[config.mk]
export PLATFORM = sky130hd
export DESIGN_NAME = jedro_1_regfile_ctrl
export DESIGN_NICKNAME = d
export VERILOG_FILES = /design/src/rtl/jedro_1_pkg.sv /design/src/rtl/jedro_1_regfile_ctrl.sv
export SDC_FILE = /design/constraint.sdc
export NUM_CORES = 1
export LEC_CHECK = 0
export CAP_MARGIN = 5
export CORE_ASPECT_RATIO = 1.4
export CORE_MARGIN = 8
export CORE_UTILIZATION = 45
export DETAILED_ROUTE_END_ITERATION = 8
export PLACE_DENSITY = 0.83
export SYNTH_ARGS = -nofsm -noshare
export SYNTH_HDL_FRONTEND = slang
export SYNTH_SLANG_ARGS = --single-unit
[constraint.sdc]
create_clock -name clk_i -period 3.3 [get_ports clk_i]
set_input_delay 0.99 -clock clk_i [delete_from_list [all_inputs] [get_ports clk_i]]
set_output_delay 0.99 -clock clk_i [all_outputs]
set_load 0.05 [all_outputs]
[src/rtl/jedro_1_pkg.sv]
// rtl/jedro_1_pkg.sv - shared types and constants for the jedro_1 register file sequencer
package jedro_1_pkg;

   localparam int DATA_WIDTH_DEF = 32;
   localparam int ADDR_WIDTH_DEF = 5;

   // Index of the hard-wired zero register
   localparam int REG_ZERO = 0;

   typedef enum logic [2:0] {
      IDLE = 3'd0,
      RD1  = 3'd1,
      RD2  = 3'd2,
      WAIT = 3'd3,
      RESP = 3'd4
   } rf_state_e;

endpackage

[src/rtl/jedro_1_regfile_ctrl.sv]
// rtl/jedro_1_regfile_ctrl.sv - serialises rs1/rs2 reads and writeback writes onto one regfile port
module jedro_1_regfile_ctrl
   import jedro_1_pkg::*;
#(
   parameter int DATA_WIDTH = DATA_WIDTH_DEF,
   parameter int ADDR_WIDTH = ADDR_WIDTH_DEF
) (
   input  logic                  clk_i,
   input  logic                  rstn_i,
   input  logic                  rd_valid_i,
   output logic                  rd_ready_o,
   input  logic [ADDR_WIDTH-1:0] rd_rs1_i,
   input  logic [ADDR_WIDTH-1:0] rd_rs2_i,
   output logic                  rsp_valid_o,
   input  logic                  rsp_ready_i,
   output logic [DATA_WIDTH-1:0] rsp_rs1_data_o,
   output logic [DATA_WIDTH-1:0] rsp_rs2_data_o,
   input  logic                  wr_valid_i,
   output logic                  wr_ready_o,
   input  logic [ADDR_WIDTH-1:0] wr_addr_i,
   input  logic [DATA_WIDTH-1:0] wr_data_i,
   output logic [ADDR_WIDTH-1:0] rf_addr_o,
   output logic [DATA_WIDTH-1:0] rf_data_o,
   output logic                  rf_we_o,
   input  logic [DATA_WIDTH-1:0] rf_data_i
);

   localparam logic [ADDR_WIDTH-1:0] ZERO_IDX = ADDR_WIDTH'(REG_ZERO);

   rf_state_e             state_q, state_d;
   logic [ADDR_WIDTH-1:0] rs1_q, rs2_q;
   logic [DATA_WIDTH-1:0] rs1_data_q;
   logic                  rsp_valid_q;
   logic [DATA_WIDTH-1:0] rsp_rs1_q, rsp_rs2_q;

   assign rsp_valid_o    = rsp_valid_q;
   assign rsp_rs1_data_o = rsp_rs1_q;
   assign rsp_rs2_data_o = rsp_rs2_q;

   // Handshakes are gated by rstn_i so nothing is accepted while reset is held
   always_comb begin
      state_d    = state_q;
      rd_ready_o = rstn_i && (state_q == IDLE) && !wr_valid_i;
      wr_ready_o = rstn_i && ((state_q == IDLE) || (state_q == RESP));
      rf_we_o    = 1'b0;
      rf_addr_o  = '0;
      rf_data_o  = '0;
      if (wr_valid_i && wr_ready_o) begin
         rf_we_o   = 1'b1;
         rf_addr_o = wr_addr_i;
         rf_data_o = wr_data_i;
      end
      case (state_q)
         IDLE: if (rd_valid_i && rd_ready_o) state_d = RD1;
         RD1: begin
            rf_addr_o = rs1_q;
            state_d   = RD2;
         end
         RD2: begin
            rf_addr_o = rs2_q;
            state_d   = WAIT;
         end
         WAIT: begin
            rf_addr_o = rs2_q;
            state_d   = RESP;
         end
         RESP: if (rsp_ready_i) state_d = IDLE;
         default: state_d = IDLE;
      endcase
   end

   always_ff @(posedge clk_i or negedge rstn_i) begin
      if (!rstn_i) begin
         state_q     <= IDLE;
         rs1_q       <= '0;
         rs2_q       <= '0;
         rs1_data_q  <= '0;
         rsp_valid_q <= 1'b0;
         rsp_rs1_q   <= '0;
         rsp_rs2_q   <= '0;
      end else begin
         state_q <= state_d;
         case (state_q)
            IDLE: if (rd_valid_i && rd_ready_o) begin
               rs1_q <= rd_rs1_i;
               rs2_q <= rd_rs2_i;
            end
            RD2: rs1_data_q <= (rs1_q == ZERO_IDX) ? '0 : rf_data_i;
            WAIT: begin
               rsp_rs1_q   <= rs1_data_q;
               rsp_rs2_q   <= (rs2_q == ZERO_IDX) ? '0 : rf_data_i;
               rsp_valid_q <= 1'b1;
            end
            RESP: if (rsp_ready_i) rsp_valid_q <= 1'b0;
            default: ;
         endcase
      end
   end

endmodule

Yosys cells after proc, flatten, opt, wreduce, memory -nomap -nowiden. Index checks and enable logic that the tools add are counted.

Multiplexer cells: 11. Reductions and logical operators: 15. Equality and inequality tests: 6.

Operators with widths (count): two-way mux 32 bit (3); one-hot mux 3 bit (5 select lines) (1); zero test 5 bit (2); one-hot mux 5 bit (2 select lines) (1); == test 3 x 2 -> 1 bit (second input constant) (2); two-way mux 3 bit (2); AND reduction 2 bit (3); logical AND 1 bit (5); two-way mux 5 bit (1); == test 3 x 1 -> 1 bit (second input constant) (1); == test 3 bit (second input constant) (1); zero test 3 bit (1); two-way mux 1 bit (2); != test 2 x 1 -> 1 bit (second input constant) (1); != test 2 bit (second input constant) (1); one-hot mux 1 bit (2 select lines) (1); nonzero test 2 bit (1); OR reduction 2 bit (1); zero test 1 bit (1); logical OR 1 bit (1).

Bits in registers: 110. Output and inout port bits: 105.

Logic depth before layout (Yosys ltp). Gate-level depths: netlist of run 1.

Depth in word-level cells: 6. Depth in mapped cells: 6. Gate-level depth less buffers: 3.

Least setup slack after synthesis of run 1. Ideal clock, no wire load.

Kind: input -> output. Start: input port wr_valid_i. End: output port rf_data_o[22]. Required time: 2.310 ns. Stages on the path: 3. Arrival: 2.384 ns. Slack: -0.074 ns. Buffers on the path: 1. Path through: nor4bb_2 clkbuf_1 and2_1.

Word-level cells in the longest chain between the ends: 2.

RTL lines: from (decl) (RTL line jedro_1_regfile_ctrl.sv:18) `input logic wr_valid_i,`; logical AND 1 bit (RTL line jedro_1_regfile_ctrl.sv:48) `if (wr_valid_i && wr_ready_o) begin`; two-way mux 32 bit (RTL line jedro_1_regfile_ctrl.sv:48); to (decl) (RTL line jedro_1_regfile_ctrl.sv:23) `output logic [DATA_WIDTH-1:0] rf_data_o,`.

No other way between the ends.

Worst setup path in the final report of run 1.
Start: input port wr_valid_i. End: output port rf_addr_o[0].

Word-level cells in the longest chain between the ends: 3.

RTL lines: logical AND 1 bit (RTL line jedro_1_regfile_ctrl.sv:48); two-way mux 5 bit (RTL line jedro_1_regfile_ctrl.sv:48); one-hot mux 5 bit (2 select lines) (RTL line jedro_1_regfile_ctrl.sv:53) `case (state_q)`; to (decl) (RTL line jedro_1_regfile_ctrl.sv:22) `output logic [ADDR_WIDTH-1:0] rf_addr_o,`.

No other way between the ends.

==> out/qor.txt, run 1 <==
status: complete, no violations
Max-Cap Viols: 0
mapped cell area: 4753 um2
most common cell after layout, fill and taps aside: clkdlybuf4s50_1
Die Height: 137.6 um
Hold Path Class: reg -> reg
Pins Over Slew Limit: 0
Leak Pwr: 3.182 nW
dominant cell type by area after synthesis: dfrtp_1
RSZ-0062 raised after global routing: false
drt drc: 0
Syn-to-layout area delta: 54.59%
FP Rows: 44
Slew @ Worst Pin: 1.175 ns
Final period util: 0.9760
final wirelength: 14,080 um
Clock transition at path regs: 0.07 ns
Ys Warns: 0
largest net degree at the start of global routing: 83
non-filler cells, final: 732
Most Used Layer, Global Route: met2
Slew headroom: 0.2168
share of the synthesized area in the top cell type: 0.5791
P_sw: 3.530 mW
Core Region: 10,350 um2
Sink Count: 110
Avg Cell Area, Syn: 11.57 um2
Synth Net Count: 495
clock buffer depth: 2
vias in the first global route: 4,177
Final Critical Period: 3.221 ns
Max Freq: 0.3105 GHz
Worst setup EP type: output pin
first-pass GRT wire length: 22,050 um
Worst setup SP type: input pin
dpl cells: 716
CTS tree: built
WP data required: 2.31 ns
H-tree depth: 3
Syn Inst Count: 411
CP arrival: 2.23 ns
initial core utilization: 0.4593
Worst VDD drop: 0.5035 mV
final hold vios: 0
Vias/cell: 5.206
M2 GR Usage: 0.3664
GRT Total Usage: 0.2052
Seq pwr share: 0.316
setup repair bufs after CTS: 0
Pre-Repair DR Iteration Count: 4
unique cell type count in the Yosys netlist: 33
crit path max fanout: 5
synth top area cells: dfrtp_1 (58%), nand2_1 (7.8%), mux2_1 (6.6%)
Internal: 4.110 mW
Final TNS setup: 0 ns
Yosys reg bits: 110
power share of the combinational group: 0.553
final net count: 673
final count of negative-setup-slack endpoints: 0
clk_skew: 0.01303 ns
total CTS buffers: 9
M3 GR Usage: 0.06272
fillers: 759
Sw Ratio: 0.4621
RePlAce Congestion: 0.8601
GRT overflow: 0
diode count: 0
Clk network pwr share: 0.131
# IOs: 189
port buffer count: 188
ratio of cells with drive above 1 in the final layout: 0.1481
initial antenna violation count: 0
Root Buffer: clkbuf_16
most frequent cells in the layout: clkdlybuf4s50_1 (146), dfrtp_1 (110), nand2_1 (99)
initial drt markers: 155
grt met1 use: 0.2123
Power Dens Cells: 1040 nW/um2
drt wl/cell: 19.23 um
dpl hpwl: 10,610 um
chip width: 102.9 um
die area: 14,150 um2
routed vias: 3,811
CP Class: in -> out
post-route ant nets: 0
post-synthesis sequential area ratio: 0.5791
clock latency on the worst-skew pair: 0.35 ns
final timing paths:
path | end | slack, ns | startpoint | depth (start not counted)
max | rf_addr_o[0] | 0.08 | wr_valid_i | 6
min | rs1_data_q[18]$_DFFE_PN0P_ | 0.49 | rs1_data_q[18]$_DFFE_PN0P_ | 2
max reg2reg | rs1_data_q[24]$_DFFE_PN0P_ | 1.22 | state_q[0]$_DFFE_PN0P_ | 3
min reg2reg | rs1_data_q[18]$_DFFE_PN0P_ | 0.49 | rs1_data_q[18]$_DFFE_PN0P_ | 2
max in group asynchronous | rsp_rs2_data_o[2]$_DFFE_PN0P_ | 1.31 | rstn_i | 3
min in group asynchronous | rsp_rs1_data_o[19]$_DFFE_PN0P_ | 0.68 | rstn_i | 2
area by class of cell:
type / instances / area [um2] / share of cell area
Sequential cell: 110 / 2753 / 0.3746
Timing Repair Buffer: 198 / 2357 / 0.3208
Multi-Input combinational cell: 263 / 1764 / 0.2401
Clock buffer: 10 / 229.0 / 0.03116
Tap cell: 138 / 172.7 / 0.02350
Clock inverter: 6 / 46.29 / 0.006300
Inverter: 7 / 26.28 / 0.003576
through the flow:
stage               hold slack [ns]    util  setup slack, ns  total power [mW]  instance area (um2)
global route                 0.5039  0.7100          0.03521             8.003                 7348
CTS                          0.4878  0.7100          0.08103             7.712                 7348
floorplan                    0.4460       -           0.1979             5.092                 4755
detailed placement           0.4715  0.6831          -0.1552             6.684                 7071
global placement             0.4604  0.6831          -0.1089             6.554                 7071
finish                       0.4862  0.7100          0.07917             7.640                 7348
cell usage after synthesis (all sizes together):
master and count:
a21oi 2, a211oi 1, xnor2 1, clkbuf 2, or4 2, and3b 1
mux2 42, o2bb2ai 32, a222oi 5, or3b 1, nor3b 3, inv 7
and2 33, buf 29, nand2 99, nor4bb 1, nand3 1, dfrtp 110
o21ai 32, nor2 4, o31ai 1, nor3 1, and2b 1
registers in the layout, summed over array words and instances, names as in the netlist:
register        flops
rs1_data_q         32
rs1_q               5
rs2_q               5
rsp_rs1_data_o     32
rsp_rs2_data_o     32
rsp_valid_o         1
state_q             3
cell families after synthesis:
kind of cell           after synthesis  share of synthesized area
AND/OR/NAND/NOR                    147                     0.1508
flip-flops                         110                     0.5791
AO/OA/AOI/OAI                       73                     0.1085
multiplexers                        42                     0.1066
buffers and inverters               38                    0.05317
XOR/XNOR                             1                   0.001843
repair_timing:
action,4_1_cts,5_1_grt
hold buffers,0,0
hold endpoints to repair,0,0
endpoints found under the setup margin,38,0
gates resized for setup,2,0
power by group through the flow:
| stage | clock network, mW | registers [mW] | logic (mW) |
|---|---|---|---|
| finish | 1.00 | 2.41 | 4.22 |
| global route | 1.07 | 2.49 | 4.45 |
| CTS | 1.02 | 2.41 | 4.28 |
| detailed placement | 0 | 2.43 | 4.26 |
| global placement | 0 | 2.39 | 4.16 |
| floorplan | 0 | 3.49 | 1.60 |
layer usage:
metal | share of wire | routed length, um
met5 | 0 | 0
met4 | 0.037 | 516
met3 | 0.079 | 1113
met2 | 0.53 | 7416
met1 | 0.36 | 5029
critical path, stage by stage:
cell and delay, ns:
dlygate4sd2_1 0.24, nor4bb_4 0.17, buf_4 0.18, a222oi_1 0.34, inv_1 0.14, buf_12 0.17
No activity file was read; power rests on OpenSTA's default activity.
==> run 2: changes to the inputs <==
--- a/config.mk
+++ b/config.mk
@@ -9,6 +9,8 @@
 export CORE_ASPECT_RATIO = 1.4
 export CORE_MARGIN = 8
 export CORE_UTILIZATION = 45
+export CTS_BUF_LIST = sky130_fd_sc_hd__clkbuf_8
+export CTS_CLUSTER_DIAMETER = 50
 export DETAILED_ROUTE_END_ITERATION = 8
 export PLACE_DENSITY = 0.83
 export SYNTH_ARGS = -nofsm -noshare
==> out/qor.txt, run 2 (same netlist as run 1, synthesis figures left out) <==
status: complete, no violations
final count of negative-setup-slack endpoints: 0 (unchanged)
drt drc: 0 (unchanged)
slowest CP cell: a222oi_1
most common cell after layout, fill and taps aside: clkdlybuf4s50_1
first-pass GRT wire length: 21,780 um (-1.2%)
clock latency on the worst-skew pair: 0.37 ns (+0.02 ns)
CP Class: in -> out
FP Rows: 44 (unchanged)
final wirelength: 13,850 um (-1.6%)
dpl hpwl: 10,610 um (unchanged)
RePlAce Congestion: 0.8601 (unchanged)
CP top delay family: buffers and inverters
fillers: 783 (+3.2%)
Vias/cell: 5.161 (-0.87%)
initial drt markers: 133 (-14%)
clk_skew: 0.01689 ns (+0.003862 ns)
H-tree depth: 3 (unchanged)
CTS tree: built
Power, Total: 7.338 mW (-3.9%)
largest net degree at the start of global routing: 83 (unchanged)
port buffer count: 188 (unchanged)
Pre-Repair DR Iteration Count: 6 (+2)
final worst slack: 0.07823 ns (-0.0009377 ns)
drt wl/cell: 18.91 um (-1.6%)
Syn-to-layout area delta: 52.46%
setup repair bufs after CTS: 0 (unchanged)
ratio of cells with drive above 1 in the final layout: 0.1481 (unchanged)
Max-Cap Viols: 0 (unchanged)
Die Height: 137.6 um (unchanged)
Hold Worst Slack: 0.4939 ns (+0.007714 ns)
GRT overflow: 0 (unchanged)
non-filler cells, final: 732 (unchanged)
final net count: 673 (unchanged)
RSZ-0062 raised after global routing: false
Sink Count: 110 (unchanged)
Worst setup SP type: input pin
CP arrival: 2.23 ns (about the same)
initial antenna violation count: 0 (unchanged)
crit path max fanout: 5 (unchanged)
WP data required: 2.31 ns (about the same)
vias in the first global route: 4,171 (-0.14%)
chip width: 102.9 um (unchanged)
Final period util: 0.9763 (about the same)
Slew @ Worst Pin: 1.178 ns (+0.003100 ns)
fin util: 0.7002 (-0.009792)
clock buffer depth: 2 (unchanged)
Pins Over Slew Limit: 0 (unchanged)
most frequent cells in the layout: clkdlybuf4s50_1 (146), dfrtp_1 (110), nand2_1 (99)
Hold Path Class: reg -> reg
Final Critical Period: 3.222 ns (+0.0009377 ns)
die area: 14,150 um2 (unchanged)
cells along the critical path: dlygate4sd2_1, nor4bb_4, buf_4, a222oi_1, inv_1, buf_12
Leak Pwr: 3.140 nW (-1.3%)
final hold vios: 0 (unchanged)
initial core utilization: 0.4593 (unchanged)
Root Buffer: clkbuf_8
Worst VDD drop: 0.4967 mV (-1.4%)
GRT Total Usage: 0.2022 (-0.003027)
Worst setup EP type: output pin
total CTS buffers: 9 (unchanged)
Core Region: 10,350 um2 (unchanged)
dpl cells: 716 (unchanged)
Slew headroom: 0.2147 (-0.002067)
post-route ant nets: 0 (unchanged)
Power Dens Cells: 1013 nW/um2 (-2.6%)
Clock transition at path regs: 0.10 ns (+0.03 ns)
routed vias: 3,778 (-0.87%)
Max Freq: 0.3104 GHz (about the same)
sequential cell area: 2753 um2 (unchanged)
Place WS: -0.1552 ns (unchanged)
WP buf/inv: 4 (unchanged)
slowest stage delay, CP: 0.35 ns (about the same)
# IOs: 189 (unchanged)
Multi-input gate area: 1764 um2 (unchanged)
diode count: 0 (unchanged)
## run 2: layout make-up
cell class,count,share of cell area
inverters,7,0.003626
clock inverters,7,0.006906
flip-flops and latches,110,0.3798
repair buffers,198,0.3253
well taps,138,0.02383
clock buffers,9,0.01709
multi-input cells,263,0.2434
## run 2: worst min-delay path, delay by kind of cell, from the launching register on
family           cells  cell delay (ns)
flip-flops           1             0.35
AND/OR/NAND/NOR      1             0.05
AO/OA/AOI/OAI        1             0.06
## run 2: routing by layer
layer / up-vias / share of wire / global-route usage
met3: 27 / 0.080 / 0.06474
met1: 1857 / 0.36 / 0.2099
met2: 148 / 0.52 / 0.3592
li1: 1746 / - / -
met4: 0 / 0.036 / 0.09443
met5: - / 0 / 0
## run 2: per-stage QoR
step / instance area, um2 / setup TNS (ns)
global placement: 7071 / -3.728
global route: 7247 / 0
CTS: 7247 / 0
floorplan: 4755 / 0
detailed placement: 7071 / -4.737
finish: 7247 / 0
## run 2: report_power, final
group / switching (mW) / internal (mW)
clock network: 0.448 / 0.276
registers: 0.436 / 1.97
logic: 2.59 / 1.62
## run 2: final timing paths
kind                                            startpoint                              to  slack [ns]  depth (start not counted)
min in group asynchronous                           rstn_i  rsp_rs1_data_o[19]$_DFFE_PN0P_        0.65                          2
worst min-delay path            rs1_data_q[30]$_DFFE_PN0P_      rs1_data_q[30]$_DFFE_PN0P_        0.49                          2
worst max register to register      state_q[0]$_DFFE_PN0P_      rs1_data_q[11]$_DFFE_PN0P_        1.28                          3
worst max-delay path                            wr_valid_i                    rf_addr_o[0]        0.08                          6
worst min register to register  rs1_data_q[30]$_DFFE_PN0P_      rs1_data_q[30]$_DFFE_PN0P_        0.49                          2
max in group asynchronous                           rstn_i      rs1_data_q[29]$_DFFE_PN0P_        1.32                          3
## run 2: timing repair
action,in CTS,in global routing
hold endpoints to repair,0,0
resized for setup,2,0
setup endpoints to repair,38,0
hold buffers,0,0
